<file path="src/rtl/feed_pkg.sv">
// Shared types and default geometry for the systolic feed controller.
package feed_pkg;

    localparam int ROWS   = 7;
    localparam int DEPTH  = 7;
    localparam int DRAIN  = 7;
    localparam int BYTE_W = 8;

    typedef enum logic [2:0] {
        ST_IDLE,
        ST_LOAD,
        ST_FEED,
        ST_DRAIN,
        ST_DONE
    } feed_state_t;

    // Wide enough for the longer of the FEED and DRAIN phases; never wraps.
    function automatic int cnt_width(input int rows, input int depth, input int drain);
        int top;
        top = ((depth + rows - 1) > drain) ? (depth + rows - 1) : drain;
        return $clog2(top + 1);
    endfunction

endpackage

</file>
<file path="src/rtl/skew_window_gen.sv">
// Decodes the feed counter into the diagonal (skewed) row enable window.
module skew_window_gen #(
    parameter int ROWS  = feed_pkg::ROWS,
    parameter int DEPTH = feed_pkg::DEPTH,
    parameter int CNT_W = 4
) (
    input  logic [CNT_W-1:0] t_i,
    output logic [ROWS-1:0]  window_o
);

    // Row r is live for DEPTH consecutive steps starting at step r.
    always_comb begin
        window_o = '0;
        for (int r = 0; r < ROWS; r++) begin
            window_o[r] = (32'(t_i) >= 32'(r)) && (32'(t_i) < 32'(r + DEPTH));
        end
    end

endmodule

</file>
<file path="src/rtl/systolic_feed_ctrl.sv">
// Sequences one load/feed/drain pass of the row feeders into the systolic array.
module systolic_feed_ctrl #(
    parameter int ROWS  = feed_pkg::ROWS,
    parameter int DEPTH = feed_pkg::DEPTH,
    parameter int DRAIN = feed_pkg::DRAIN
) (
    input  logic            clk,
    input  logic            reset,
    input  logic            start,
    input  logic            stall,
    output logic            feed_load,
    output logic [ROWS-1:0] feed_en,
    output logic [ROWS-1:0] row_valid,
    output logic            mac_clear,
    output logic            mac_en,
    output logic            busy,
    output logic            done
);

    import feed_pkg::*;

    localparam int               CNT_W      = cnt_width(ROWS, DEPTH, DRAIN);
    localparam logic [CNT_W-1:0] FEED_LAST  = CNT_W'(DEPTH + ROWS - 2);
    localparam logic [CNT_W-1:0] DRAIN_LAST = CNT_W'(DRAIN - 1);

    feed_state_t      state_q, state_d;
    logic [CNT_W-1:0] cnt_q, cnt_d;
    logic [ROWS-1:0]  window;

    skew_window_gen #(
        .ROWS  (ROWS),
        .DEPTH (DEPTH),
        .CNT_W (CNT_W)
    ) u_window (
        .t_i      (cnt_q),
        .window_o (window)
    );

    always_ff @(posedge clk) begin
        if (reset) begin
            state_q <= ST_IDLE;
            cnt_q   <= '0;
        end else begin
            state_q <= state_d;
            cnt_q   <= cnt_d;
        end
    end

    // Stall only freezes the two counted phases; all other states advance unconditionally.
    always_comb begin
        state_d = state_q;
        cnt_d   = cnt_q;
        unique case (state_q)
            ST_IDLE: begin
                if (start) begin
                    state_d = ST_LOAD;
                    cnt_d   = '0;
                end
            end
            ST_LOAD: begin
                state_d = ST_FEED;
                cnt_d   = '0;
            end
            ST_FEED: begin
                if (!stall) begin
                    if (cnt_q == FEED_LAST) begin
                        state_d = (DRAIN == 0) ? ST_DONE : ST_DRAIN;
                        cnt_d   = '0;
                    end else begin
                        cnt_d = cnt_q + 1'b1;
                    end
                end
            end
            ST_DRAIN: begin
                if (!stall) begin
                    if (cnt_q == DRAIN_LAST) begin
                        state_d = ST_DONE;
                        cnt_d   = '0;
                    end else begin
                        cnt_d = cnt_q + 1'b1;
                    end
                end
            end
            ST_DONE: begin
                state_d = ST_IDLE;
                cnt_d   = '0;
            end
            default: begin
                state_d = ST_IDLE;
                cnt_d   = '0;
            end
        endcase
    end

    // Outputs are forced quiet while reset is held, even before the reset edge lands.
    always_comb begin
        feed_load = 1'b0;
        feed_en   = '0;
        row_valid = '0;
        mac_clear = 1'b0;
        mac_en    = 1'b0;
        busy      = 1'b0;
        done      = 1'b0;
        if (!reset) begin
            busy = (state_q != ST_IDLE);
            unique case (state_q)
                ST_LOAD: begin
                    feed_load = 1'b1;
                    mac_clear = 1'b1;
                end
                ST_FEED: begin
                    if (!stall) begin
                        feed_en   = window;
                        row_valid = window;
                        mac_en    = 1'b1;
                    end
                end
                ST_DRAIN: begin
                    mac_en = !stall;
                end
                ST_DONE: begin
                    done = 1'b1;
                end
                default: begin
                end
            endcase
        end
    end

endmodule

</file>
<file path="config.mk">
export PLATFORM = sky130hd
export DESIGN_NAME = systolic_feed_ctrl
export DESIGN_NICKNAME = d
export VERILOG_FILES = /design/src/rtl/feed_pkg.sv /design/src/rtl/skew_window_gen.sv /design/src/rtl/systolic_feed_ctrl.sv
export SDC_FILE = /design/constraint.sdc
export NUM_CORES = 1
export LEC_CHECK = 0
export BUFFER_PORTS_ARGS = -buffer_cell sky130_fd_sc_hd__buf_2
export CORE_MARGIN = 8
export CORE_UTILIZATION = 53
export CTS_CLUSTER_SIZE = 10
export DETAILED_ROUTE_END_ITERATION = 7
export PLACE_DENSITY = 0.82
export SLEW_MARGIN = 10
export SYNTH_ARGS = -nofsm -noshare
export SYNTH_HDL_FRONTEND = slang
export SYNTH_SLANG_ARGS = --single-unit
</file>
<file path="constraint.sdc">
create_clock -name clk -period 2.2 [get_ports clk]
set_input_delay 0.33 -clock clk [delete_from_list [all_inputs] [get_ports clk]]
set_output_delay 0.33 -clock clk [all_outputs]
set_load 0.01 [all_outputs]
</file>
==> reports/metrics.csv, run 1 <==
metric;value;unit
ant_nets;0;
cts_resized;0;
globalplace.congestion;0.906;
wl_per_cell;13.0;um
holdPathEnd;state_q[1];
hold_viol;0;
grt_pass1_vias;590;
grt_max_degree;12;
holdPathStages;2;
final_common_cell;buf_2;
antenna_found_initial;0;
io_buffers;22;
grt.total_usage;0.111;
drive_above_1_share;0.333;
dpl_cell_area;749;um2
cts_htree_levels;1;
worstPathArrival;1590;ps
hold_ws;413;ps
crit_path_end_kind;output port;
clk_pin_slew;50;ps
worstPathRequired;1870;ps
slew_violations;0;
cts.sinks;7;
synthCells;91;
clkPwrFrac;0.309;
yosysSeqAreaShare;0.190;
start_kind;flip-flop;
synthToLayoutAreaGrowth;5.44;%
dp_slack;545;ps
reg2reg_setup_slack;690;ps
hp-class;primary input to flip-flop;
clkLatencyLatePin;250;ps
setup_violations;0;
synth_cell_type_count;35;
dp_hpwl;1250;um
dieArea;2840;um2
die_w;53.3;um
syn_nets;98;
seqPwrFrac;0.388;
outcome;completed;
r2r-start;state_q[1];
utilization;0.596;
wirelength;1560;um
fin_ws;282;ps
drc;0;
crit_chain;nor3_2 > nand2_2 > a211oi_1 > buf_2;
synth-edff-count;0;
worstHoldStart;reset;
final_nets;113;
switching_share;0.333;
drt_iter0_drc;8;
final_cells;120;
start_util;0.565;
die_h;53.3;um
rsz0062_at_grt;false;
postCtsHoldBufs;0;
combinationalPowerShare;0.303;
min_period;1920;ps
grt-ovfl-total;0;
clock_path_buffers;2;
worstMarginPinSlew;464;ps
coreArea;1300;um2
tns;0;ps
power_leakage;0.316;nW
power_density;491;nW/um2
synth_area;736;um2
critPathBufInv;1;
synth_top_flop_cell;dfxtp_1;
slew_headroom;0.691;
cap_violations;0;
root_buffer;clkbuf_4;
clock_skew;2.13;ps
rows;13;
grt_pass1_wl;2390;um
slowest_stage;dfxtp_1;
ys.warnings.count;0;
crit_family;simple AND/OR/NAND/NOR gates;
antenna_cells;0;
synth-seq-cells;7;
numCtsBuffers;3;
num_io_pins;23;
drtPass1Iterations;4;
power.total;381;uW
fmax;0.521;GHz
avgSynthCellArea;8.08;um2
internal-power;254;uW
vdd.ir_drop.worst;0.378;mV
dr_total_vias;670;
critical-path-max-stage-delay;440;ps
finalCritPeriodShare;0.872;
final_cell_mix;buf_2, nor2_1, inv_1, a21oi_1, dfxtp_1;
p_sw;127;uW
design_area;776;um2
postCtsSetupBuffers;0;
reg2reg_depth;5;
place_inst;116;
worstPathMaxFanout;11;
tritoncts;yes;
worstSetupPathType;flip-flop to output port;
routed_via_density;5.58;
async_flop_share;0;
reg2reg_to;cnt_q[2];
-- worst max path at each step --
stage	startpoint	end	slack, ps	cells after the start
global route	state_q[2]	row_valid[0]	150	4
global placement	state_q[2]	feed_en[0]	590	4
floorplan	state_q[1]	row_valid[0]	340	6
CTS	state_q[2]	row_valid[0]	270	4
detailed placement	state_q[2]	row_valid[0]	550	4
finish	state_q[2]	row_valid[0]	280	4
-- power groups by stage --
| stage | combinational, mW | clock (mW) | sequential, mW |
|---|---|---|---|
| after floorplan | 0.111 | 0 | 0.143 |
| after global placement | 0.113 | 0 | 0.149 |
| after detailed placement | 0.115 | 0 | 0.150 |
| after CTS | 0.116 | 0.121 | 0.147 |
| after global routing | 0.125 | 0.129 | 0.149 |
| final | 0.115 | 0.118 | 0.148 |
-- registers in the layout, indices dropped and copies added, names as in the netlist --
register,count
state_q,3
cnt_q,4
-- metal layers --
metal  wire length (um)  GRT usage  part of all wire
met3                125     0.0308             0.080
met4                 18     0.0630             0.012
met2                736      0.188              0.47
met1                675      0.120              0.43
met5                  0          0                 0
-- cell families after synthesis --
family	after synthesis	share of synthesized area
xor gates and xnor gates	1	0.0119
DFF	7	0.190
and+or+nand+nor	35	0.291
buffers and inverters	22	0.213
adders and majority gates	3	0.0510
muxes	1	0.0136
AOI/OAI and AO/OA	22	0.230
-- Yosys cell counts, types with 2 or more instances --
cell type  instances  share of area
clkbuf_8           4          0.075
ha_1               3          0.051
o21ai_0            4          0.027
nand2_1            5          0.026
inv_1              9          0.046
nor2_1            11          0.056
buf_4              9          0.092
a21oi_1            7          0.048
a22oi_1            2          0.020
nor3_1             4          0.027
dfxtp_1            7           0.19
nand2b_1           2          0.017
nor4_1             2          0.017
-- area by class of cell --
class / instances / area, um2
inverters: 9 / 33.8
well taps: 15 / 18.8
flip-flops and latches: 7 / 140
fillers: 120 / 526
clock buffers: 4 / 26.3
repair buffers: 23 / 118
multi-input cells: 62 / 439
Power figures use the tool's default switching activity.
==> run 2: changes to the inputs <==
--- a/config.mk
+++ b/config.mk
@@ -7,10 +7,12 @@
 export LEC_CHECK = 0
 export BUFFER_PORTS_ARGS = -buffer_cell sky130_fd_sc_hd__buf_2
 export CORE_MARGIN = 8
-export CORE_UTILIZATION = 53
+export CORE_UTILIZATION = 56
+export CTS_BUF_LIST = sky130_fd_sc_hd__clkbuf_2
 export CTS_CLUSTER_SIZE = 10
 export DETAILED_ROUTE_END_ITERATION = 7
-export PLACE_DENSITY = 0.82
+export PLACE_DENSITY = 0.86
+export SKIP_CTS_REPAIR_TIMING = 1
 export SLEW_MARGIN = 10
 export SYNTH_ARGS = -nofsm -noshare
 export SYNTH_HDL_FRONTEND = slang
==> constraint.sdc (replaced) <==
create_clock -name clk -period 2.2 [get_ports clk]
set_input_delay 0.66 -clock clk [delete_from_list [all_inputs] [get_ports clk]]
set_output_delay 0.66 -clock clk [all_outputs]
set_load 0.01 [all_outputs]
==> reports/metrics.csv, run 2 (synthesis gave the netlist of run 1 again) <==
metric;value;unit;change
fmax;0.477;GHz;-8.5%
min_period;2100;ps;+178 ps
reg2reg_setup_slack;640;ps;-50 ps
worstPathArrival;1440;ps;-150 ps
setup_violations;0;;unchanged
cap_violations;0;;unchanged
critical-path-max-stage-delay;180;ps;-260 ps
coreArea;1270;um2;-2.5%
critPathBufInv;2;;+1
cts.sinks;7;;unchanged
utilization;0.670;;+0.0735
drt_iter0_drc;14;;+6
power_density;447;nW/um2;-9.0%
largest_reg_flops;4;;unchanged
antenna_cells;0;;unchanged
io_buffers;22;;unchanged
grt_max_degree;12;;unchanged
start_util;0.580;;+0.0145
slew_headroom;0.822;;+0.131
grt.total_usage;0.137;;+0.0262
crit_path_end_kind;output port;;
use_met1;0.150;;+0.0298
use_met3;0.0341;;+0.00328
finalCritPeriodShare;0.953;;+0.0808
dp_slack;48.2;ps;-497 ps
worstSetupPathType;primary input to output port;;
place_inst;123;;+6.0%
final_common_cell;buf_2;;
num_io_pins;23;;unchanged
hp-class;flip-flop to flip-flop;;
top_register;cnt_q;;
drtPass1Iterations;4;;unchanged
tns;0;ps;unchanged
worstMarginPinSlew;267;ps;-197 ps
grt_pass1_wl;2880;um;+21%
vdd.ir_drop.worst;0.350;mV;-7.2%
drive_above_1_share;0.429;;+0.0952
fin_ws;104;ps;-178 ps
final_cells;127;;+5.8%
dieArea;2730;um2;-3.8%
worstPathMaxFanout;7;;-4
reg.largest.list;cnt_q (4), state_q (3);;
root_buffer;clkbuf_2;;
clock_path_buffers;2;;unchanged
hold_viol;0;;unchanged
ant_nets;0;;unchanged
grt_pass1_vias;671;;+14%
cpMostUsedCell;buf_2;;
final_nets;120;;+6.2%
rows;13;;unchanged
clock_skew;13.7;ps;+11.6 ps
dpl_cell_area;818;um2;+9.2%
die_w;52.2;um;-1.9%
slowest_stage;a211oi_2;;
dr_total_vias;724;;+8.1%
outcome;completed;;
dp_hpwl;1390;um;+11%
wl_per_cell;14.1;um;+8.9%
worstPathRequired;1540;ps;-330 ps
synthToLayoutAreaGrowth;15.5;%;
power_leakage;0.360;nW;+14%
globalplace.congestion;0.927;;+2.4%
die_h;52.2;um;-1.9%
clk_pin_slew;60;ps;about the same
antenna_found_initial;0;;unchanged
slew_violations;0;;unchanged
routed_via_density;5.70;;+2.1%
use_met2;0.234;;+0.0465
busiest_layer;met2;;
grt-ovfl-total;0;;unchanged
crit_family;simple AND/OR/NAND/NOR gates;;
wirelength;1790;um;+15%
tritoncts;yes;;
drc;0;;unchanged
start_kind;primary input;;
power.total;380;uW;-0.33%
clkLatencyLatePin;240;ps;about the same
design_area;850;um2;+9.5%
rsz0062_at_grt;false;;
hold_ws;588;ps;+175 ps
cts_htree_levels;1;;unchanged
crit_chain;buf_2 > nor2_1 > nand2_2 > a211oi_2 > buf_2;;
final_cell_mix;buf_2, nor2_1, inv_1, buf_4, a21oi_1;;
numCtsBuffers;3;;unchanged
-- run 2: changes by cell type in the layout (fill, tap and decap cells not counted), sizes merged --
| cell | change |
|---|---|
| buf | +7 |
-- run 2: tightest hold or removal path: stages (launching register included) --
cell	delay (ps)
dfxtp_1	310
inv_1	120
o22ai_1	100
-- run 2: final cells by class --
type                    count  area, um2
inverters                   9       33.8
multi-input cells          62        462
fillers                   113        419
well taps                  15       18.8
clock buffers               4       20.0
repair buffers             30        170
flip-flops and latches      7        145
-- run 2: worst paths after layout --
check,from,depth (start not counted),to
max,reset,5,row_valid[0]
min,cnt_q[3],2,cnt_q[3]
max reg2reg,state_q[1],5,cnt_q[2]
min reg2reg,cnt_q[3],2,cnt_q[3]
-- run 2: per-layer routing --
metal  routed length [um]  vias to the layer above
li1                     -                      357
met3                  121                        7
met1                  734                      337
met5                    0                        -
met4                   38                        0
met2                  897                       23
-- run 2: power by group --
group | internal (mW) | switching, mW | total, mW
Combinational | 0.0607 | 0.0826 | 0.143
Sequential | 0.134 | 0.00543 | 0.139
Clock | 0.0482 | 0.0488 | 0.0970
Total | 0.243 | 0.137 | 0.380
